$ cat src/rtl/vga_scanout.sv
// rtl/vga_scanout.sv - 640x480@60 VGA raster timing, VRAM scan-out and vblank reporting
module vga_scanout #(
  parameter int H_ACT  = 640,
  parameter int H_FP   = 16,
  parameter int H_SYNC = 96,
  parameter int H_BP   = 48,
  parameter int V_ACT  = 480,
  parameter int V_FP   = 10,
  parameter int V_SYNC = 2,
  parameter int V_BP   = 33
) (
  input  logic        clk,
  input  logic        rst_n,
  input  logic        disp_en,
  input  logic [11:0] bg_rgb,
  output logic [18:0] vram_addr,
  input  logic [11:0] vram_dout,
  output logic [3:0]  vga_r,
  output logic [3:0]  vga_g,
  output logic [3:0]  vga_b,
  output logic        vga_hs,
  output logic        vga_vs,
  output logic        vblank,
  output logic        vblank_irq
);

  localparam int H_TOTAL = H_ACT + H_FP + H_SYNC + H_BP;
  localparam int V_TOTAL = V_ACT + V_FP + V_SYNC + V_BP;
  localparam int HW      = $clog2(H_TOTAL);
  localparam int VW      = $clog2(V_TOTAL);

  localparam logic [HW-1:0] H_MAX      = HW'(H_TOTAL - 1);
  localparam logic [HW-1:0] H_ACT_C    = HW'(H_ACT);
  localparam logic [HW-1:0] H_LAST_PIX = HW'(H_ACT - 1);
  localparam logic [HW-1:0] HS_START   = HW'(H_ACT + H_FP);
  localparam logic [HW-1:0] HS_END     = HW'(H_ACT + H_FP + H_SYNC);
  localparam logic [VW-1:0] V_MAX      = VW'(V_TOTAL - 1);
  localparam logic [VW-1:0] V_ACT_C    = VW'(V_ACT);
  localparam logic [VW-1:0] V_LAST_ROW = VW'(V_ACT - 1);
  localparam logic [VW-1:0] VS_START   = VW'(V_ACT + V_FP);
  localparam logic [VW-1:0] VS_END     = VW'(V_ACT + V_FP + V_SYNC);

  logic [HW-1:0] hcnt;
  logic [VW-1:0] vcnt;
  logic [HW-1:0] hcnt_nxt;
  logic [VW-1:0] vcnt_nxt;
  logic          h_wrap;
  logic          v_wrap;
  logic          frame_wrap;
  logic          active;
  logic          hs_raw;
  logic          vs_raw;
  logic          addr_inc;
  logic          disp_en_q;

  // First pipeline stage: counter-domain qualifiers delayed to match VRAM read latency
  logic          active_d;
  logic          hs_d;
  logic          vs_d;

  // Raster position decode and next-state of the counters
  always_comb begin
    h_wrap     = (hcnt == H_MAX);
    v_wrap     = (vcnt == V_MAX);
    frame_wrap = h_wrap && v_wrap;
    hcnt_nxt   = h_wrap ? '0 : hcnt + 1'b1;
    vcnt_nxt   = vcnt;
    if (h_wrap) begin
      vcnt_nxt = v_wrap ? '0 : vcnt + 1'b1;
    end
    active = (hcnt < H_ACT_C) && (vcnt < V_ACT_C);
    hs_raw = !((hcnt >= HS_START) && (hcnt < HS_END));
    vs_raw = !((vcnt >= VS_START) && (vcnt < VS_END));
    // Step the address whenever the next position is a visible pixel other than (0,0):
    // along a visible line, and across the line wrap into the next visible row.
    addr_inc = (active && (hcnt != H_LAST_PIX)) ||
               (h_wrap && (vcnt < V_LAST_ROW));
  end

  // Counters, linear VRAM address, frame-latched display enable and vblank status
  always_ff @(posedge clk or negedge rst_n) begin
    if (!rst_n) begin
      hcnt       <= '0;
      vcnt       <= '0;
      vram_addr  <= '0;
      disp_en_q  <= 1'b0;
      vblank     <= 1'b0;
      vblank_irq <= 1'b0;
    end else begin
      hcnt <= hcnt_nxt;
      vcnt <= vcnt_nxt;
      if (frame_wrap) begin
        vram_addr <= '0;
      end else if (addr_inc) begin
        vram_addr <= vram_addr + 19'd1;
      end
      if (frame_wrap) begin
        disp_en_q <= disp_en;
      end
      vblank     <= (vcnt_nxt >= V_ACT_C);
      vblank_irq <= h_wrap && (vcnt == V_LAST_ROW);
    end
  end

  // Delay stage 1: qualifiers travel alongside the VRAM read
  always_ff @(posedge clk or negedge rst_n) begin
    if (!rst_n) begin
      active_d <= 1'b0;
      hs_d     <= 1'b1;
      vs_d     <= 1'b1;
    end else begin
      active_d <= active;
      hs_d     <= hs_raw;
      vs_d     <= vs_raw;
    end
  end

  // Delay stage 2: registered pins, colour gated to black outside the active area
  always_ff @(posedge clk or negedge rst_n) begin
    if (!rst_n) begin
      vga_hs <= 1'b1;
      vga_vs <= 1'b1;
      vga_r  <= 4'h0;
      vga_g  <= 4'h0;
      vga_b  <= 4'h0;
    end else begin
      vga_hs <= hs_d;
      vga_vs <= vs_d;
      if (!active_d) begin
        {vga_r, vga_g, vga_b} <= 12'h000;
      end else if (disp_en_q) begin
        {vga_r, vga_g, vga_b} <= vram_dout;
      end else begin
        {vga_r, vga_g, vga_b} <= bg_rgb;
      end
    end
  end

endmodule

$ cat config.mk
export PLATFORM = sky130hd
export DESIGN_NAME = vga_scanout
export DESIGN_NICKNAME = d
export VERILOG_FILES = /design/src/rtl/vga_scanout.sv
export SDC_FILE = /design/constraint.sdc
export NUM_CORES = 1
export LEC_CHECK = 0
export CAP_MARGIN = 20
export CORE_MARGIN = 4
export CORE_UTILIZATION = 46
export CTS_CLUSTER_SIZE = 28
export DETAILED_ROUTE_END_ITERATION = 10
export PLACE_DENSITY = 0.76
export SYNTH_ARGS = -nofsm -noshare
export SYNTH_HDL_FRONTEND = slang
export SYNTH_SLANG_ARGS = --single-unit
$ cat constraint.sdc
create_clock -name clk -period 2.2 [get_ports clk]
set_input_delay 0.44 -clock clk [delete_from_list [all_inputs] [get_ports clk]]
set_output_delay 0.44 -clock clk [all_outputs]
set_load 0.005 [all_outputs]
Yosys cells after proc, flatten, opt, wreduce, memory -nomap -nowiden
Cells that the tools add are included.
{ "totals": {"wordCells": 51, "ff_bits": 59} }
{ "op_classes": {"n_addsub": 3, "order_cmp": 8, "eq_ne": 4, "n_mux": 11, "n_reduce_logical": 11} }
{ "ops": {"columns": ["operator", "n"], "rows": [
  ["19-bit 2-to-1 mux", 2],
  ["10-bit by 9-bit < comparator with 1-bit output, second input constant", 3],
  ["10-bit 2-to-1 mux", 3],
  ["4-bit 2-to-1 mux", 6],
  ["10-bit by 1-bit adder with 10-bit output, second input constant", 2],
  ["10-bit equality test, second input constant", 2],
  ["10-bit by 9-bit >= comparator with 1-bit output, second input constant", 2],
  ["10-bit < comparator, second input constant", 2],
  ["19-bit by 1-bit adder with 19-bit output, second input constant", 1],
  ["10-bit by 9-bit equality test with 1-bit output, second input constant", 1],
  ["10-bit >= comparator, second input constant", 1],
  ["10-bit inequality test, second input constant", 1],
  ["1-bit logical AND", 7],
  ["1-bit zero test", 2],
  ["2-bit nonzero test", 1],
  ["1-bit logical OR", 1]
]} }

Depth between registers and ports, before layout
{ "logic_depth": {"depth_word": 6, "depth_mapped": 9, "ltp_nobuf": 7} }

Least setup slack after synthesis
No wires, ideal clock.
{ "synth_path": {"path_kind": "register to register", "from": "register hcnt[5]", "to": "register vram_addr[4]", "required_ns": 2.067, "setup_slack_ns": -0.253, "t_arrival_ns": 2.320, "stages_incl_launch_ff": 10, "setup_time_ns": 0.133, "n_path_buf": 4, "synth_period_minus_slack_ns": 2.453, "path_cell_list": "dfrtp_1 > buf_6 > or3_4 > or3_1 > buf_6 > o32a_4 > buf_6 > clkbuf_1 > o211ai_1 > o31ai_1"} }
{ "synth_via": {"elab_chain_len": 5, "word_cells_on_any_way": 10, "classes_between": "1 x order compare; 2 x eq/ne; 1 x mux; 6 x reduce/logical"} }
{ "synth_rtl": {"columns": ["element", "line_no", "text"], "rows": [
  ["start, declared", "43", "logic [HW-1:0] hcnt;"],
  ["start signal, assigned", "90", "hcnt <= hcnt_nxt;"],
  ["10-bit < comparator", "71", "active = (hcnt < H_ACT_C) && (vcnt < V_ACT_C);"],
  ["1-bit logical AND", "71", null],
  ["1-bit logical AND", "76", "addr_inc = (active && (hcnt != H_LAST_PIX)) ||"],
  ["1-bit logical OR", "76", null],
  ["2-bit nonzero test (no source line)", null, null],
  ["end signal, assigned", "95", "vram_addr <= vram_addr + 19'd1;"],
  ["end, declared", "16", "output logic [18:0] vram_addr,"]
]} }
Parallel ways exist; a longest one is shown, timed or not.
A chain may end at the register's enable or synchronous reset.

Worst setup path in the final report
{ "layout_path": {"from": "register hcnt[7]", "to": "register vram_addr[18]"} }
Same word-level chain as after synthesis.

==> impl_results.md <==
- Final min period: ~2300 ps
- Synth async-reset ratio: 100%
- Worst path bufs/invs: 0
- Worst r2r dst: vram_addr[18]
- Grt ovf: 0
- Tcrit/Tclk final: 104%
- IO buf count: slightly above 60
- Synthesized cell area: around 0.003 mm^2
- Critical Path Fanout Max: 5
- Multi-input gate area: about 0.0015 mm^2
- Failing checks: negative setup slack
- Root buffer cell: clkbuf_8
- Cell Rows: 28
- Post-route DRC: 0
- Crit Path Class: flop to flop
- Placed Cells incl. Taps: between 400 and 500
- Maximum clock rate: around 0.44 GHz
- Synth top area share: a little under half
- Sequential-to-total area share from yosys stat: about half
- CP max stage delay: about 440 ps
- GRT Total Usage: ~21%
- Worst Reg2Reg Path Length in Cells: 5
- Maximum vdd drop: 0.389 mV
- Crit-path slowest cell: or3_4
- H-tree level count: 3
- M3 GR Usage: under 10%
- Post-route setup slack: -78.2 ps
- CP arrival: ~2500 ps
- Synth Register Bits: 59
- Actual slew at the worst max-slew pin: around 690 ps
- Syn_nets: 320
- Die extent in x: 88 um
- Clock latency on the worst-skew pair: between 300 and 400 ps
- Ant. Diodes: 0
- Synth area leader: dfrtp_1
- Primary FF master, synth: dfrtp_1
- DRT Pass-1 Iters: 6
- Via count: 2651
- GR Layer Usage met2: a little over a third
- Drt wl/cell: 16.9 um
- Synth cell types: between 40 and 50
- Max_cap viols: 0
- GR met1 Demand/Resource: a little over a quarter
- Critical Path RT: between 2000 and 2500 ps
- Layout cells sized above 1: between 20% and 30%
- Commonest non-fill, non-tap cell in the layout: clkdlybuf4s50_1
- Layout Skew: ~12 ps
- Static Leak: 0.00180 uW
- Routed Antenna Nets: 0
- Num ports: just over 60
- Slew HR: roughly 54%
- Number of global-route vias before repair: 2603
- Global-route wire length before repair: ~12 mm
- Reg area: between 0.001 and 0.0015 mm^2
- Core area: 0.00606 mm^2
- CTS sink count: 59
- Detailed placement HPWL: 4.92 mm
- Final Max Slew Viols: 0
- Status: complete, but fails checks
- Area contributors post-synth: dfrtp_1 (47%), mux2i_1 (4.4%), dfstp_2 (3.6%)
- Power per cell area: slightly above 600 mW/mm^2
- Grt peak-use layer: met2
- Die Y: 88 um
- CTS buffer count: 9
- FF-to-FF setup slack: -80 ps
- Initial Util: 48.6%
- CTS tree: done
- Initial antenna violation count: 0
- Unrepaired setup endpoints after global routing: yes
- Fin area: between 0.004 and 0.005 mm^2
- Clock Tree Buf Depth: 2
- Synth-to-Final Area Change: 43.5%
- Reg2reg start: hcnt[7]
- Final Wtd Congestion: about 0.8
- Crit. End Element: flop
- Vias per std cell: a little under 6
- Die Area: 0.00774 mm^2
- Nets: ~400
- Drt total wl: between 7 and 8 mm
- Largest net degree at the start of global routing: 60
- Warning count from the yosys run: 0
- Most frequent cells in the layout: clkdlybuf4s50_1 (60), dfrtp_1 (55), buf_4 (26)
- Crit-path leading delay family: simple AND/OR/NAND/NOR gates
- Fin cells: between 400 and 500
- Iter 0 DRT Violations: between 100 and 150
- Synth Instances: about 290
- Crit-path cells: or3_4 -> or3_4 -> o32a_4 -> or4_1 -> a21oi_2
- Most frequent CP cell: or3_4
- Final Hold Vio Count: 0
- Final setup vio count: 9
- HP Class: primary input to asynchronous set/reset pin
- Fill count: ~460
- Post-synth EDFFs: 0
- Avg Cell Area, Syn: 10.2 um^2
- Crit path launch type: flop
- Placed Instance Area: approximately 0.0038 mm^2
- CTS clk-pin slew, worst paths: roughly 70 ps
-- state kept, by name, indices dropped and copies added (netlist names) --
signal	flops
vcnt	10
vga_b	4
vga_hs	1
vga_r	4
vga_vs	1
vblank	1
hs_d	1
vram_addr	19
active_d	1
disp_en_q	1
vs_d	1
vga_g	4
hcnt	10
vblank_irq	1
-- worst reg2reg max path: stages (launching register included) --
cell and delay [ps]:
dfrtp_1 390, or3_4 390, or3_4 440, o32a_4 430, or4_1 430, a21oi_2 130
-- power by group --
group	leakage, uW	switching, uW	internal (uW)
Clock	0.000137	437	930
Combinational	0.000923	39.0	68.4
Sequential	0.000743	2.92	1100
-- worst max-delay path by stage --
| stage | from | endpoint | slack, ps | cells past startpoint |
|---|---|---|---|---|
| 5_1_grt | hcnt[7] | vram_addr[11] | -150 | 5 |
| 3_5_place_dp | hcnt[7] | vram_addr[11] | -30 | 5 |
| 6_report | hcnt[7] | vram_addr[18] | -80 | 5 |
| 4_1_cts | hcnt[7] | vram_addr[11] | 10 | 5 |
| 2_1_floorplan | hcnt[0] | vram_addr[16] | -60 | 8 |
| 3_3_place_gp | hcnt[7] | vram_addr[15] | 40 | 5 |
-- cells in the mapped netlist, types with 6 or more instances --
cell type and n:
or4_1 7, dfrtp_1 55, o211ai_1 7, or3_1 8, nand2_1 22, mux2i_1 13
nand4_1 8, nor2b_1 13, nor3_1 6, xnor2_1 7, nand3_1 18, inv_1 10
nor2_1 15, o31ai_1 11, o21ai_0 9, clkbuf_1 9, a21oi_1 14
-- metal layers --
metal | routed length (um) | vias up
met5 | 0 | -
met4 | 149 | 0
met3 | 403 | 17
met2 | 4010 | 93
met1 | 3160 | 1300
li1 | - | 1241
-- repair_timing --
| action | CTS | global route |
|---|---|---|
| hold buffers | 0 | 0 |
| buffers inserted | 0 | 1 |
| gates resized for setup | 2 | 18 |
| endpoints found under the setup margin | 5 | 21 |
| gates cloned | 2 | 1 |
| pin swaps | 1 | 3 |
-- logic make-up after synthesis --
family                   count (synthesis)  share of synthesized area (%)
AO/OA/AOI/OAI                           51                           11.8
XOR/XNOR                                12                           3.57
adder cells (fa/ha/maj)                  5                           2.12
buffers and inverters                   24                           3.87
flip-flops                              59                           50.3
multiplexers                            15                           5.18
AND/OR/NAND/NOR                        122                           23.1
-- cell type report --
cell class,instances,share of cell area [%]
Timing Repair Buffer,90,20.2
Tap cell,75,2.22
Multi-Input combinational cell,208,35.1
Inverter,10,0.889
Sequential cell,59,35.1
Clock buffer,12,3.67
Clock inverter,4,2.84
-- per-stage QoR --
step	hold WS, ps	setup TNS [ps]	total power, uW	setup slack, ps	util, %
final	97.7	-518	2570	-78.2	69.7
after global routing	121	-1380	2650	-146	69.7
after CTS	107	0	2590	14.3	68.0
after detailed placement	347	-38.8	1230	-29.3	62.9
after global placement	347	0	1230	38.9	62.9
after floorplan	144	-319	1130	-57.6	-
(Power assumes the default switching activity.)
==> edit 1 (same settings) <==
Remove the register `vga_vs`: a continuous assignment takes its place, so the output `vga_vs` follows one clock earlier.
--- a/src/rtl/vga_scanout.sv
+++ b/src/rtl/vga_scanout.sv
@@ -119,13 +119,11 @@
   always_ff @(posedge clk or negedge rst_n) begin
     if (!rst_n) begin
       vga_hs <= 1'b1;
-      vga_vs <= 1'b1;
       vga_r  <= 4'h0;
       vga_g  <= 4'h0;
       vga_b  <= 4'h0;
     end else begin
       vga_hs <= hs_d;
-      vga_vs <= vs_d;
       if (!active_d) begin
         {vga_r, vga_g, vga_b} <= 12'h000;
       end else if (disp_en_q) begin
@@ -136,5 +134,7 @@
     end
   end
 
+  assign vga_vs = vs_d;
+
 endmodule
 
Behaviour: same outputs for any inputs over 10 cycles, from zero or initial values and one cycle with rst_n low; that may be too few to reach the edited logic, so the function may still have changed.
==> edit 1 against the unedited design <==
The flow still finishes with violations (setup timing); final cell count shrank 0.66%; total power is 15% lower; non-clock buffer count decreased by 1; largest power group is now sequential cells; worst hold slack worse by 21 ps; sequential share of layout area grew 0.76 points; highest routed layer unchanged; sequential cell count decreased by 1; routed wire length decreased by 5.3%; critical path type unchanged; synthesized area is 0.89% lower; cell area decreased by 3.9%; die area decreased by 0.81%; global-route usage down 0.64 points; setup slack better by 68 ps.
==> edit 1: results (changes against the unedited design) <==
The run gives 2489 (-4.4%) as the via count of the first global-routing pass. Among all stages on the critical path, the largest delay is contributed by sky130_fd_sc_hd__o32a_4. The run gives 46 (unchanged) as the number of distinct library cells after synthesis. The run gives -13.45 ps (+504.2 ps) as the final sum of negative setup slack.

The pin count of the biggest net entering global routing is 25 (-58%), and the maximum vdd drop is 0.3939 mV (+1.2%). The run gives 49.87% (-0.45 points) as the portion of the post-synthesis area used by sequential elements. Async set-reset flop share out of synthesis: 100.0% (unchanged). The flow ran to the end, but the final reports show violations.

The count of routing violations after the opening detailed-route iteration came out at 121 (-11%). The routability-driven placement congestion ratio is 0.8411 (+3.3%), and the maximum single-stage delay on the critical path is 420 ps (-20 ps). The per-cell routed wire length works out to 16.08 um (-4.7%). In this run the worst hold path is classified as input port to asynchronous set/reset pin.

The tree is rooted in a sky130_fd_sc_hd__clkbuf_8. The total of warnings raised by yosys is 0 (unchanged). By count the netlist is led by sky130_fd_sc_hd__dfrtp_1, sky130_fd_sc_hd__nand2_1, sky130_fd_sc_hd__nand3_1. For the source-to-sink clock delay at the later pin of the worst-skew pair, the log shows 340 ps (about the same). The total of flip-flops plus latches after synthesis was 58 (-1.7%); the number of clock buffers inserted by TritonCTS was 9 (unchanged).

For the total global routing track utilization, the log shows 19.99% (-0.64 points). The tools report the arrival time of the worst setup path as 2480 ps (-60 ps). The synthesized netlist net count was 319 (-0.31%). The biggest fanout along the worst timing path came out at 8 (+3). The largest registers in the layout are vram_addr (19), hcnt (10), vcnt (10).

Wire length of the first global-routing pass: 11910 um (-3.8%). By area the synthesized netlist is led by sky130_fd_sc_hd__dfrtp_1, sky130_fd_sc_hd__mux2i_1, sky130_fd_sc_hd__nand3_1. The logs give 4 (-2) for the number of iterations in the first detailed-routing pass and 0 (unchanged) for the number of antenna repair diodes. The static leakage was 1.752 nW (-2.8%); the number of vias per cell was 5.695 (-1.6%).

Top cell family by delay on the critical path: simple AND/OR/NAND/NOR gates. For the worst slew margin relative to its limit, the log shows 52.30% (-1.6 points). The checks that failed: setup timing. For the CTS H-tree depth, the log shows 3 (unchanged).

The fraction of layout instances using a drive strength above 1 was 18.42% (-2.2 points); the sum of net half-perimeters after detailed placement was 4896 um (-0.56%). The final number of setup-violating endpoints is 2 (-7), and the setup slack after placement is -10.72 ps (+18.54 ps). For the number of nets in the layout, the log shows 407 (-0.73%). The logs give 2 (unchanged) for the maximum root-to-sink buffer count and 0 (unchanged) for the initial antenna violation count. The clock transition at the registers of the reported paths was 70 ps (about the same). The post-route clock skew is 12.59 ps (+0.3585 ps), and the worst setup margin is -10.02 ps (+68.20 ps). The number of port buffers works out to 61 (unchanged). The most common flop cell mapped by yosys is sky130_fd_sc_hd__dfrtp_1.
-- edit 1: cell count changes after synthesis --
| cell | before | now |
|---|---|---|
| sky130_fd_sc_hd__dfstp_2 | 4 | 3 |
-- edit 1: timing repair --
item,in CTS,in global routing
pin swaps,1,0
gates resized for setup,1,11
cloned,2,0
setup buffers,0,2
setup endpoints to repair,6,21
-- edit 1: cell families (layout without fill, tap and decap cells) --
kind of cell	after synthesis	count (layout)	share of synthesized area [%]
AOI/OAI and AO/OA	51	53	11.92
xor gates and xnor gates	12	12	3.602
adders and majority gates	5	5	2.144
buffers and inverters	24	115	3.902
DFF	58	58	49.87
muxes	15	15	5.231
and+or+nand+nor	122	122	23.33
-- edit 1: area by class of cell --
cell class	count	area [sq um]
well taps	75	93.84
clock inverters	5	52.55
inverters	10	37.54
repair buffers	89	828.3
clock buffers	11	151.4
multi-input cells	207	1443
flip-flops and latches	58	1455
fillers	476	1964
-- edit 1: final timing paths --
kind / from / end / slack, ps / cells after the start
min in group clk: hs_d / vga_hs / 360 / 0
max: hcnt[7] / vram_addr[11] / -10 / 5
min reg2reg: hs_d / vga_hs / 360 / 0
max in group asynchronous: rst_n / vga_vs / 1400 / 2
min: rst_n / vram_addr[11] / 80 / 1
max reg2reg: hcnt[7] / vram_addr[11] / -10 / 5
-- edit 1: through the flow --
step / std cells / instance area (sq um) / util (%) / power, mW
floorplan: 287 / 2938 / - / 1.114
global route: 455 / 4061 / 67.40 / 2.282
CTS: 453 / 3990 / 66.22 / 2.216
detailed placement: 435 / 3759 / 62.38 / 1.208
finish: 455 / 4061 / 67.40 / 2.191
global placement: 435 / 3759 / 62.38 / 1.205
-- edit 1: layer usage --
| metal | vias up | share of wire, % | GRT usage [%] |
|---|---|---|---|
| li1 | 1233 | - | - |
| met3 | 12 | 4.8 | 3.575 |
| met4 | 0 | 1.6 | 7.950 |
| met2 | 74 | 51 | 32.33 |
| met1 | 1272 | 43 | 26.66 |
| met5 | - | 0 | 0 |
-- edit 1: report_power, final --
group	switching, mW	total (mW)	internal, mW
logic	0.0382	0.105	0.0669
clock network	0.427	1.01	0.578
registers	0.00271	1.08	1.08
total	0.468	2.19	1.72
==> edit 2 (same settings) <==
Without the edit above. The parameter `V_BP` goes from 33 to 66.
--- a/src/rtl/vga_scanout.sv
+++ b/src/rtl/vga_scanout.sv
@@ -7,7 +7,7 @@
   parameter int V_ACT  = 480,
   parameter int V_FP   = 10,
   parameter int V_SYNC = 2,
-  parameter int V_BP   = 33
+  parameter int V_BP   = 66
 ) (
   input  logic        clk,
   input  logic        rst_n,
Function: same outputs for any inputs over 10 cycles, from zero or initial values and one cycle with rst_n low; that may be too few to reach the edited logic, so the function may still have changed.
==> edit 2 against the unedited design <==
Sequential cell count did not move; synthesized cell count fell by 3.1%; count of clock-buffer cells in the layout fell by 3; largest power group is now sequential cells; setup slack improved by 110 ps; sequential share of layout area rose by 2.3 points; synthesized area fell by 1.9%; highest routed layer unchanged; total power fell by 16%; cell area fell by 6.2%; routed wire length fell by 14%; worst hold slack got worse by 61 ps.
==> edit 2: results (changes against the unedited design) <==
The flow ran to the end, and the final reports show no timing, DRC or antenna violations. The sum of net half-perimeters after detailed placement is 4815 um (-2.2%). For the count of routing violations after the opening detailed-route iteration, the log shows 115 (-15%). The number of iterations in the first detailed-routing pass is 4 (-2), and the arrival time of the worst setup path is 2440 ps (-100 ps).

The commonest cells after synthesis are sky130_fd_sc_hd__dfrtp_1, sky130_fd_sc_hd__nand2_1, sky130_fd_sc_hd__nand3_1. The run gives 11300 um (-8.7%) as the wire length of the first global-routing pass. The portion of the post-synthesis area used by sequential elements came out at 51.28% (+0.96 points).

Post-route clock skew: 10.39 ps (-1.842 ps). The source-to-sink clock delay at the later pin of the worst-skew pair was 340 ps (about the same); the CTS H-tree depth was 3 (unchanged). The run gives 428 (-2.3%) as the instance count after placement with tap cells included. The fraction of layout instances using a drive strength above 1 came out at 14.63% (-6.0 points). For the internal power contribution, the log shows 1.683 mW (-20%).

The pin count of the biggest net entering global routing came out at 26 (-57%). Post-placement cell area: 0.003735 sq mm (-2.0%). The multiplexer share of the synthesized area is 5.197% (+0.012 points). The global-route track usage on met3 was 6.244% (+2.8 points); the setup slack after placement was 5.370 ps (+34.63 ps). The logs give 1.734 nW (-3.8%) for the static leakage and 19.06% (-1.6 points) for the total global routing track utilization. For the maximum vdd drop, the log shows 0.3970 mV (+2.0%). The routability-driven placement congestion ratio was 0.8468 (+4.0%).

Async set-reset flop share out of synthesis: 100.0% (unchanged). The met1 demand-to-capacity share in global routing is 25.76% (-0.51 points), and the number of nets in the layout is 396 (-3.4%). The synthesized netlist net count is 311 (-2.8%). The number of vias per cell was 5.565 (-3.9%). Final cell count without fillers: 444 (-3.1%).

The number of clock buffers inserted by TritonCTS is 9 (unchanged), and the synthesized-area fraction occupied by adder cells is 2.165% (+0.040 points). In the post-synthesis netlist, the biggest area contributors are sky130_fd_sc_hd__dfrtp_1, sky130_fd_sc_hd__mux2i_1, sky130_fd_sc_hd__dfstp_2. The tools report the filler cell count as 467 (+2.6%). The tree is rooted in a sky130_fd_sc_hd__clkbuf_8. The logs give 6669 um (-14%) for the routed wire length and 0 (unchanged) for the final antenna-violating net count.

The logs give 29.18% (-5.7 points) for the met2 layer usage reported by global route and 47 (+2.2%) for the number of distinct library cells after synthesis. Post-synthesis xor/xnor area fraction: 3.638% (+0.068 points). Among all stages on the critical path, the largest delay is contributed by sky130_fd_sc_hd__or4b_4. Slew at the pin closest to its max-slew limit: 683.8 ps (-7.897 ps). The number of antenna repair diodes was 0 (unchanged); the via count of the first global-routing pass was 2383 (-8.5%).

The average cell area after synthesis is 10.35 sq um (+1.3%). The maximum single-stage delay on the critical path is 560 ps (+120 ps), and the fraction of the mapped netlist area in compound gates is 11.04% (-0.77 points). Maximum root-to-sink buffer count: 2 (unchanged).

The biggest fanout along the worst timing path is 6 (+1), and the clock transition at the registers of the reported paths is 70 ps (about the same). The number of port buffers is 61 (unchanged).
edit 2: area by class of cell:
| cell class | count | area [sq um] | share of cell area [%] |
|---|---|---|---|
| Inverter | 7 | 26.28 | 0.6631 |
| Tap cell | 75 | 93.84 | 2.368 |
| Sequential cell | 59 | 1481 | 37.39 |
| Multi-Input combinational cell | 202 | 1354 | 34.16 |
| Clock inverter | 7 | 68.82 | 1.737 |
| Timing Repair Buffer | 85 | 814.5 | 20.56 |
| Clock buffer | 9 | 123.9 | 3.126 |
edit 2: worst paths after layout:
kind                          from  slack, ps  cells past startpoint             to
setup / recovery           hcnt[6]         30                      5  vram_addr[17]
hold / removal               rst_n         40                      1  vram_addr[12]
setup reg to reg           hcnt[6]         30                      5  vram_addr[17]
hold reg to reg               vs_d        350                      0         vga_vs
max in group asynchronous    rst_n       1500                      2           vs_d
min in group clk              vs_d        350                      0         vga_vs
edit 2: power by group through the flow:
stage / registers (mW) / logic (mW) / clock network, mW
after floorplan: 1.12 / 0.0114 / 0
after global placement: 1.12 / 0.108 / 0
after detailed placement: 1.12 / 0.112 / 0
after CTS: 1.10 / 0.112 / 0.973
after global routing: 1.10 / 0.119 / 1.03
final: 1.10 / 0.109 / 0.951
edit 2: metal layers:
layer | vias up | part of all wire, %
li1 | 1197 | -
met1 | 1182 | 44
met2 | 83 | 47
met3 | 9 | 7.0
met4 | 0 | 1.4
met5 | - | 0
edit 2: cell families (layout without fill, tap and decap cells):
logic type                 count (synthesis)  after routing
buffers and inverters                     18            108
DFF                                       59             59
adders and majority gates                  5              5
muxes                                     15             15
and+or+nand+nor                          121            121
AOI/OAI and AO/OA                         49             49
xor gates and xnor gates                  12             12
edit 2: what timing repair did:
action,CTS,global route
resized for setup,1,8
pin swaps,0,1
endpoints found under the setup margin,1,10
